## config.mk

```make
export PLATFORM = sky130hd
export DESIGN_NAME = pipelined_adder
export DESIGN_NICKNAME = d
export VERILOG_FILES = /design/src/rtl/pipelined_adder.sv
export SDC_FILE = /design/constraint.sdc
export NUM_CORES = 1
export LEC_CHECK = 0
export CAP_MARGIN = 20
export CORE_AREA = 2 2 54 56
export CTS_CLUSTER_SIZE = 40
export DETAILED_ROUTE_END_ITERATION = 12
export DIE_AREA = 0 0 56 58
export PLACE_DENSITY = 0.76
export SLEW_MARGIN = 30
export SYNTH_ARGS = -nofsm -noshare
export SYNTH_HDL_FRONTEND = slang
export SYNTH_SLANG_ARGS = --single-unit
```

## constraint.sdc

```tcl
create_clock -name clk -period 3.6 [get_ports clk]
set_input_delay 0.9 -clock clk [delete_from_list [all_inputs] [get_ports clk]]
set_output_delay 0.9 -clock clk [all_outputs]
set_load 0.005 [all_outputs]
```

## src/rtl/pipelined_adder.sv

```systemverilog
// Pipelined two's-complement add/subtract with valid/ready flow control.
// The carry chain is cut into SEG-bit segments, one register stage per segment.
module pipelined_adder #(
    parameter int WIDTH = 8,
    parameter int SEG   = 4
) (
    input  logic             clk,
    input  logic             rst,
    input  logic             in_valid,
    output logic             in_ready,
    input  logic [WIDTH-1:0] a,
    input  logic [WIDTH-1:0] b,
    input  logic             cin,
    input  logic             sub,
    output logic             out_valid,
    input  logic             out_ready,
    output logic [WIDTH-1:0] sum,
    output logic             cout,
    output logic             ovf
);
    localparam int STAGES = WIDTH / SEG;
    // Operands shrink by SEG bits per stage and the resolved sum grows by SEG bits,
    // so both travel in flat vectors packed stage after stage.
    localparam int OPW = STAGES * WIDTH - SEG * STAGES * (STAGES - 1) / 2;
    localparam int SW  = SEG * STAGES * (STAGES + 1) / 2;

    if (WIDTH < 2 || SEG < 1 || (WIDTH % SEG) != 0) begin : g_param_check
        $error("pipelined_adder: WIDTH must be >= 2 and an integer multiple of SEG");
    end

    logic              w_adv;
    logic [STAGES:0]   w_vld_pipe;
    logic [STAGES:0]   w_c;
    logic [OPW-1:0]    w_a;
    logic [OPW-1:0]    w_b;
    logic [SW-1:0]     w_s;
    logic              r_ovf;

    assign w_adv              = ~w_vld_pipe[STAGES] | out_ready;
    assign in_ready           = w_adv;
    assign w_vld_pipe[0]      = in_valid;
    assign w_a[WIDTH-1:0]     = a;
    assign w_b[WIDTH-1:0]     = sub ? ~b : b;
    assign w_c[0]             = cin ^ sub;

    assign out_valid = w_vld_pipe[STAGES];
    assign sum       = w_s[SW-WIDTH +: WIDTH];
    assign cout      = w_c[STAGES];
    assign ovf       = r_ovf;

    for (genvar k = 0; k < STAGES; k++) begin : g_stage
        localparam int R = WIDTH - k * SEG;
        localparam int O = k * WIDTH - SEG * k * (k - 1) / 2;
        localparam int P = SEG * k * (k + 1) / 2;

        logic [SEG:0]           w_seg;
        logic [(k+1)*SEG-1:0]   w_s_nxt;
        logic                   r_vld;
        logic                   r_c;
        logic [(k+1)*SEG-1:0]   r_s;

        assign w_seg = {1'b0, w_a[O +: SEG]} + {1'b0, w_b[O +: SEG]} + {{SEG{1'b0}}, w_c[k]};

        if (k == 0) begin : g_s_first
            assign w_s_nxt = w_seg[SEG-1:0];
        end else begin : g_s_rest
            assign w_s_nxt = {w_seg[SEG-1:0], w_s[SEG*(k-1)*k/2 +: k*SEG]};
        end

        always_ff @(posedge clk or posedge rst) begin
            if (rst) begin
                r_vld <= 1'b0;
                r_c   <= 1'b0;
                r_s   <= '0;
            end else if (w_adv) begin
                r_vld <= w_vld_pipe[k];
                r_c   <= w_seg[SEG];
                r_s   <= w_s_nxt;
            end
        end

        assign w_vld_pipe[k+1]      = r_vld;
        assign w_c[k+1]             = r_c;
        assign w_s[P +: (k+1)*SEG]  = r_s;

        if (k < STAGES - 1) begin : g_skew
            logic [R-SEG-1:0] r_a;
            logic [R-SEG-1:0] r_b;

            always_ff @(posedge clk or posedge rst) begin
                if (rst) begin
                    r_a <= '0;
                    r_b <= '0;
                end else if (w_adv) begin
                    r_a <= w_a[O+SEG +: R-SEG];
                    r_b <= w_b[O+SEG +: R-SEG];
                end
            end

            assign w_a[O+R +: R-SEG] = r_a;
            assign w_b[O+R +: R-SEG] = r_b;
        end else begin : g_last
            // Carry into the MSB is recovered as a^b^s at that bit.
            always_ff @(posedge clk or posedge rst) begin
                if (rst) begin
                    r_ovf <= 1'b0;
                end else if (w_adv) begin
                    r_ovf <= w_seg[SEG] ^ w_a[O+SEG-1] ^ w_b[O+SEG-1] ^ w_seg[SEG-1];
                end
            end
        end
    end
endmodule

```

==> summary.md, run 1 <==
| Metric | Value |
|---|---|
| Leakage | 0.7209 nW |
| Largest net degree at the start of global routing | 36 |
| Tmin final | 2.949 ns |
| CTS root buffer | clkbuf_4 |
| DR WL met2 | 1170 um |
| Least-Margin Pin Slew | 0.5217 ns |
| Power density over the cells | 542.8 mW/mm2 |
| Sequential Area | 625.6 um2 |
| Worst path most repeated cell | clkdlybuf4s50_1 |
| Predominant post-synthesis flop cell | dfrtp_1 |
| FF+latch count, synth | 25 |
| H-tree Lvls | 1 |
| Max incr delay on CP | 0.53 ns |
| Inserted Diodes | 0 |
| Crit path launch | out_ready |
| Fill cells | 224 |
| # Post-CTS Setup Buffers | 0 |
| Clock skew | 0.009437 ns |
| CP max-delay cell | clkdlybuf4s50_1 |
| Worst Setup End Kind | output port |
| CP Max Fanout | 2 |
| Worst EP arrival | 2.05 ns |
| Period utilisation layout | 0.8193 |
| Most instantiated cells after synthesis | dfrtp_1 (25), mux2_2 (14), a21oi_1 (10), nor2_1 (10), xnor2_1 (9) |
| Maxcap violations | 0 |
| Num rows | 19 |
| R2r setup slk | 1.72 ns |
| Highest routed layer | met4 |
| First DRT Iteration DRCs | 14 |
| Delay-heaviest family, CP | buffers and inverters |
| Core area | 0.002663 mm2 |
| DIE HEIGHT | 58 um |
| R2R depth | 8 |
| First-pass GRT wire length | 4036 um |
| Port-buffer cells | 33 |
| Hold buffer count at CTS | 0 |
| TritonCTS buffer count | 3 |
| Die ar. | 0.003248 mm2 |
| DRC | 0 |
| TNS Setup | 0 ns |
| Grt ovf | 0 |
| Syn nets | 138 |
| Via density | 5.023 |
| Synth warn | 0 |
| # clock sinks | 25 |
| Area share of the largest cell type after synthesis | 0.4845 |
| Asr flop ratio synth | 1.000 |
| Count leader, synth | dfrtp_1 |
| Pins Over Slew Limit | 0 |
| Slew Limit Headroom | 0.6517 |
| Routed via count | 859 |
| Max Clk Rate | 339.1 MHz |
| Critical Path RT | 2.70 ns |
| Crit path kind | in -> out |
| Die Wd | 56 um |
| Vias in the first global route | 886 |
| Distinct cell type count after synthesis | 17 |
| PostCTS Resize Cnt | 0 |
| Longest Clk Path Bufs | 2 |
| Crit path launch type | input port |
| Reg clk slew, reported paths | 0.13 ns |
| Synth Instances | 106 |
| Synthesized cell area | 0.001291 mm2 |
| Reg2reg start | g_stage[0].g_skew.r_a[0] |
| Avg Inst Size Synth | 12.18 um2 |
| Routed Wire Length | 2273 um |
| I/O Pins | 34 |
| Clk_lat worst skew | 0.32 ns |
| Area leader, netlist | dfrtp_1 |
| DRT Pass-1 Iters | 4 |
| CP endpoint | in_ready |
| Critical R2R Capture | ovf |
| Worst vdd ir | 0.3027 mV |
| Final hold slack | 0.4742 ns |
| Crit. path cell count | 3 |
| Post-synth EDFFs | 0 |
| Share of cells above drive strength 1 | 0.1643 |
| Initial antenna violation count | 0 |
| Most area-consuming cells after synthesis | dfrtp_1 (48%), mux2_2 (12%), fa_1 (6.2%) |
| CTS tree | yes |
| Placed cell area | 0.001642 mm2 |
| Area of the multi-input gates | 616.8 um2 |
| Cell Chain, Critical Path | clkdlybuf4s50_1 -> nand2b_1 -> clkdlybuf4s50_1 |
| Layout net count | 173 |
| Antenna Nets Post-Route | 0 |
| Post-DP HPWL | 1764 um |
| Fin. Hold Viols | 0 |
| Worst path bufs/invs | 2 |
| Avg WL per Cell | 13.29 um |
| Post-synthesis sequential area ratio | 0.4845 |
| Synth-to-Final Area Change | 29.26% |
| Finished layout cell area | 0.001669 mm2 |
| Outcome | completed |
| Initial Util | 0.4850 |
| Final setup fails | 0 |
| Hold Crit Class | reg -> reg |
| Met1 Wirelength | 959 um |
| RSZ-0062 raised after global routing | no |
| Met3 WL | 90 um |
| Total GRT Usage | 0.1652 |
| RePlAce Congestion | 0.7060 |
state kept, by name, summed over array words and instances, names as in the netlist:
register and cells:
cout 1, g_stage.g_skew.r_a 4, g_stage.g_skew.r_b 4, g_stage.r_c 1, g_stage.r_s 4, g_stage.r_vld 1, out_valid 1, ovf 1
sum 8
worst min-delay path by stage:
stage / from / to / cells past startpoint
global placement: g_stage[0].r_vld / out_valid / 1
detailed placement: g_stage[0].r_vld / out_valid / 1
global route: g_stage[0].r_vld / out_valid / 1
floorplan: g_stage[0].r_vld / out_valid / 1
finish: g_stage[0].r_vld / out_valid / 1
CTS: g_stage[0].r_vld / out_valid / 1
per-stage QoR:
step	power [mW]	cells	utilization	setup WS, ns
after floorplan	0.6185	106	-	1.012
after global placement	0.7740	167	0.6165	0.5856
after detailed placement	0.7953	167	0.6165	0.5804
after CTS	0.9203	171	0.6269	0.6266
after global routing	0.9744	171	0.6269	0.5919
final	0.9060	171	0.6269	0.6506
report_power, final:
| group | internal [mW] | switching (mW) | leakage [nW] |
|---|---|---|---|
| sequential | 0.365 | 0.0460 | 0.289 |
| clock | 0.0416 | 0.0838 | 0.0177 |
| combinational | 0.233 | 0.136 | 0.415 |
logic make-up after synthesis:
family                   count (synthesis)  share of synthesized area
AO/OA/AOI/OAI                           17                    0.07752
adder cells (fa/ha/maj)                 10                     0.1202
AND/OR/NAND/NOR                         15                    0.04943
buffers and inverters                    9                    0.03779
XOR/XNOR                                16                     0.1085
flip-flops                              25                     0.4845
multiplexers                            14                     0.1221
cell type report:
cell class / instances / share of cell area
inverters: 4 / 0.008996
multi-input cells: 72 / 0.3696
well taps: 31 / 0.02324
repair buffers: 35 / 0.2069
clock buffers: 3 / 0.01349
flip-flops and latches: 25 / 0.3748
clock inverters: 1 / 0.002999
metal layers:
metal / global-route usage / vias to the layer above
li1: - / 420
met1: 0.2038 / 410
met2: 0.2807 / 25
met3: 0.02455 / 4
met4: 0.09184 / 0
met5: 0 / -
cell usage in the layout (no fill, tap or decap), types with 4 or more instances in the layout:
master / n
dfrtp_1: 25
xnor2_1: 9
mux2_2: 14
ha_1: 6
xor2_1: 7
a21oi_1: 10
nor2_1: 10
clkdlybuf4s50_1: 33
fa_1: 4
Power figures use the tool's default switching activity.
==> inputs of run 2 (changes only) <==
CORE_AREA = 2 2 56 58   (was 2 2 54 56)
DIE_AREA = 0 0 58 60   (was 0 0 56 58)
PLACE_DENSITY = 0.71   (was 0.76)
clock period = 2.8 ns   (was 3.6 ns; I/O delays follow)
==> run 2 against run 1 <==
- design area grew 0.97%
- via count shrank 0.12%
- die area grew 7.1%
- count of clock-buffer cells in the layout grew 1
- highest routed layer unchanged
- register-to-register slack lost 0.80 ns
- total power grew 28%
==> summary.md, run 2 (synthesis results as in run 1) <==
| Metric | Value |
|---|---|
| TritonCTS buffer count | 3 (unchanged) |
| Finished Core Util | 0.5806 (was 0.6269) |
| Max reg flops | 8 (unchanged) |
| Crit path launch | out_ready (unchanged) |
| Die Wd | 58 um (was 56 um) |
| Share of cells above drive strength 1 | 0.1620 (was 0.1643) |
| Met3 Track Usage GR | 0.01948 (was 0.02455) |
| Gr busiest metal | met2 (unchanged) |
| Clock skew | 0.006731 ns (was 0.009437 ns) |
| RePlAce Congestion | 0.8136 (was 0.7060) |
| Worst Setup End Kind | output port (unchanged) |
| Grt ovf | 0 (unchanged) |
| Reg2reg start | g_stage[0].r_c (was g_stage[0].g_skew.r_a[0]) |
| Critical Path RT | 2.10 ns (was 2.70 ns) |
| Routed Wire Length | 2285 um (was 2273 um) |
| Reg clk slew, reported paths | 0.13 ns (about the same) |
| R2R depth | 8 (unchanged) |
| Routed via count | 858 (was 859) |
| Layout net count | 175 (was 173) |
| Avg WL per Cell | 13.06 um (was 13.29 um) |
| Initial Util | 0.4448 (was 0.4850) |
| CTS tree | yes (unchanged) |
| Critical R2R Capture | ovf (unchanged) |
| Finished layout cell area | 0.001685 mm2 (was 0.001669 mm2) |
| PostCTS Resize Cnt | 0 (unchanged) |
| Largest net degree at the start of global routing | 36 (unchanged) |
| Inserted Diodes | 0 (unchanged) |
| First DRT Iteration DRCs | 21 (was 14) |
| Worst vdd ir | 0.3901 mV (was 0.3027 mV) |
| Slew Limit Headroom | 0.7596 (was 0.6517) |
| Hold buffer count at CTS | 0 (unchanged) |
| First-pass GRT wire length | 3919 um (was 4036 um) |
| Total GRT Usage | 0.1525 (was 0.1652) |
| Core area | 0.002903 mm2 (was 0.002663 mm2) |
| RSZ-0062 raised after global routing | no (unchanged) |
| DIE HEIGHT | 60 um (was 58 um) |
| Fin. Hold Viols | 0 (unchanged) |
| Port-buffer cells | 33 (unchanged) |
| Synth-to-Final Area Change | 30.52% (was 29.26%) |
| Die ar. | 0.003480 mm2 (was 0.003248 mm2) |
| Tmin final | 2.570 ns |
| Hold Startpoint | g_stage[0].r_vld (unchanged) |
| Worst EP arrival | 1.87 ns (was 2.05 ns) |
| DRC | 0 (unchanged) |
| DRT Pass-1 Iters | 4 (unchanged) |
| Least-Margin Pin Slew | 0.3606 ns (was 0.5217 ns) |
| Power density over the cells | 688.7 mW/mm2 (was 542.8 mW/mm2) |
| Fill cells | 259 (was 224) |
| Crit path launch type | input port (unchanged) |
| I/O Pins | 34 (unchanged) |
| Maxcap violations | 0 (unchanged) |
| H-tree Lvls | 1 (unchanged) |
| Final setup fails | 0 (unchanged) |
| R2r setup slk | 0.92 ns (was 1.72 ns) |
| Outcome | completed (unchanged) |
| # clock sinks | 25 (unchanged) |
| Leakage | 0.7289 nW (was 0.7209 nW) |
| Met1 Use GR | 0.1717 (was 0.2038) |
| Via density | 4.903 (was 5.023) |
| CP endpoint | in_ready (unchanged) |
| Placed cell area | 0.001659 mm2 (was 0.001642 mm2) |
| Max Clk Rate | 389.1 MHz |
| Antenna Nets Post-Route | 0 (unchanged) |
| Vias in the first global route | 886 (unchanged) |
| CTS root buffer | clkbuf_4 (unchanged) |
| Most frequent cells in the layout | clkdlybuf4s50_1 (33), dfrtp_1 (25), mux2_2 (14) (unchanged) |
| Longest Clk Path Bufs | 2 (unchanged) |
| Initial antenna violation count | 0 (unchanged) |
| Crit path kind | in -> out (unchanged) |
| Hold Crit Class | reg -> reg (unchanged) |
| Commonest non-fill, non-tap cell in the layout | clkdlybuf4s50_1 (unchanged) |
| Pins Over Slew Limit | 0 (unchanged) |
| GRT met2 Usage | 0.2808 (was 0.2807) |
| Clk_lat worst skew | 0.31 ns (was 0.32 ns) |
| # Post-CTS Setup Buffers | 0 (unchanged) |
| CP Max Fanout | 2 (unchanged) |
| Post-DP HPWL | 1807 um (was 1764 um) |
| Period utilisation layout | 0.9179 |
| Num rows | 20 (was 19) |
run 2: worst max-delay path, stage by stage:
cell	delay (ns)
clkdlybuf4s50_1	0.45
nand2b_1	0.19
clkdlybuf4s50_1	0.53
run 2: report_power, final:
part           total [mW]  switching [mW]  internal [mW]
logic               0.476           0.175          0.301
registers           0.529          0.0591          0.469
clock network       0.156           0.101         0.0555
run 2: how the worst min path moves through the flow:
stage | endpoint | slack [ns] | cells after the start
after floorplan | out_valid | 0.43 | 1
after global placement | out_valid | 0.44 | 1
after detailed placement | out_valid | 0.46 | 1
after CTS | out_valid | 0.50 | 1
after global routing | out_valid | 0.53 | 1
final | out_valid | 0.49 | 1
run 2: through the flow:
stage	power, mW	setup TNS [ns]	hold WS (ns)	setup slack [ns]	instances
6_report	1.161	0	0.4904	0.2297	175
5_1_grt	1.258	0	0.5270	0.1972	175
4_1_cts	1.182	0	0.4995	0.2141	175
3_5_place_dp	1.022	-0.02157	0.4639	-0.02157	171
3_3_place_gp	1.004	0	0.4396	0.06004	171
2_1_floorplan	0.7952	0	0.4305	0.4119	106
run 2: cell type report:
type	count	area [um2]	area share
sequential	25	625.6	0.3712
clock buffer	4	26.28	0.01559
multi-input combinational	72	616.8	0.3660
timing repair buffer	37	360.3	0.2138
inverter	4	15.01	0.008909
tap	33	41.29	0.02450
run 2: routing by layer:
metal / wire [um] / vias to the layer above
li1: - / 422
met1: 941 / 415
met2: 1253 / 19
met3: 74 / 2
met4: 15 / 0
met5: 0 / -
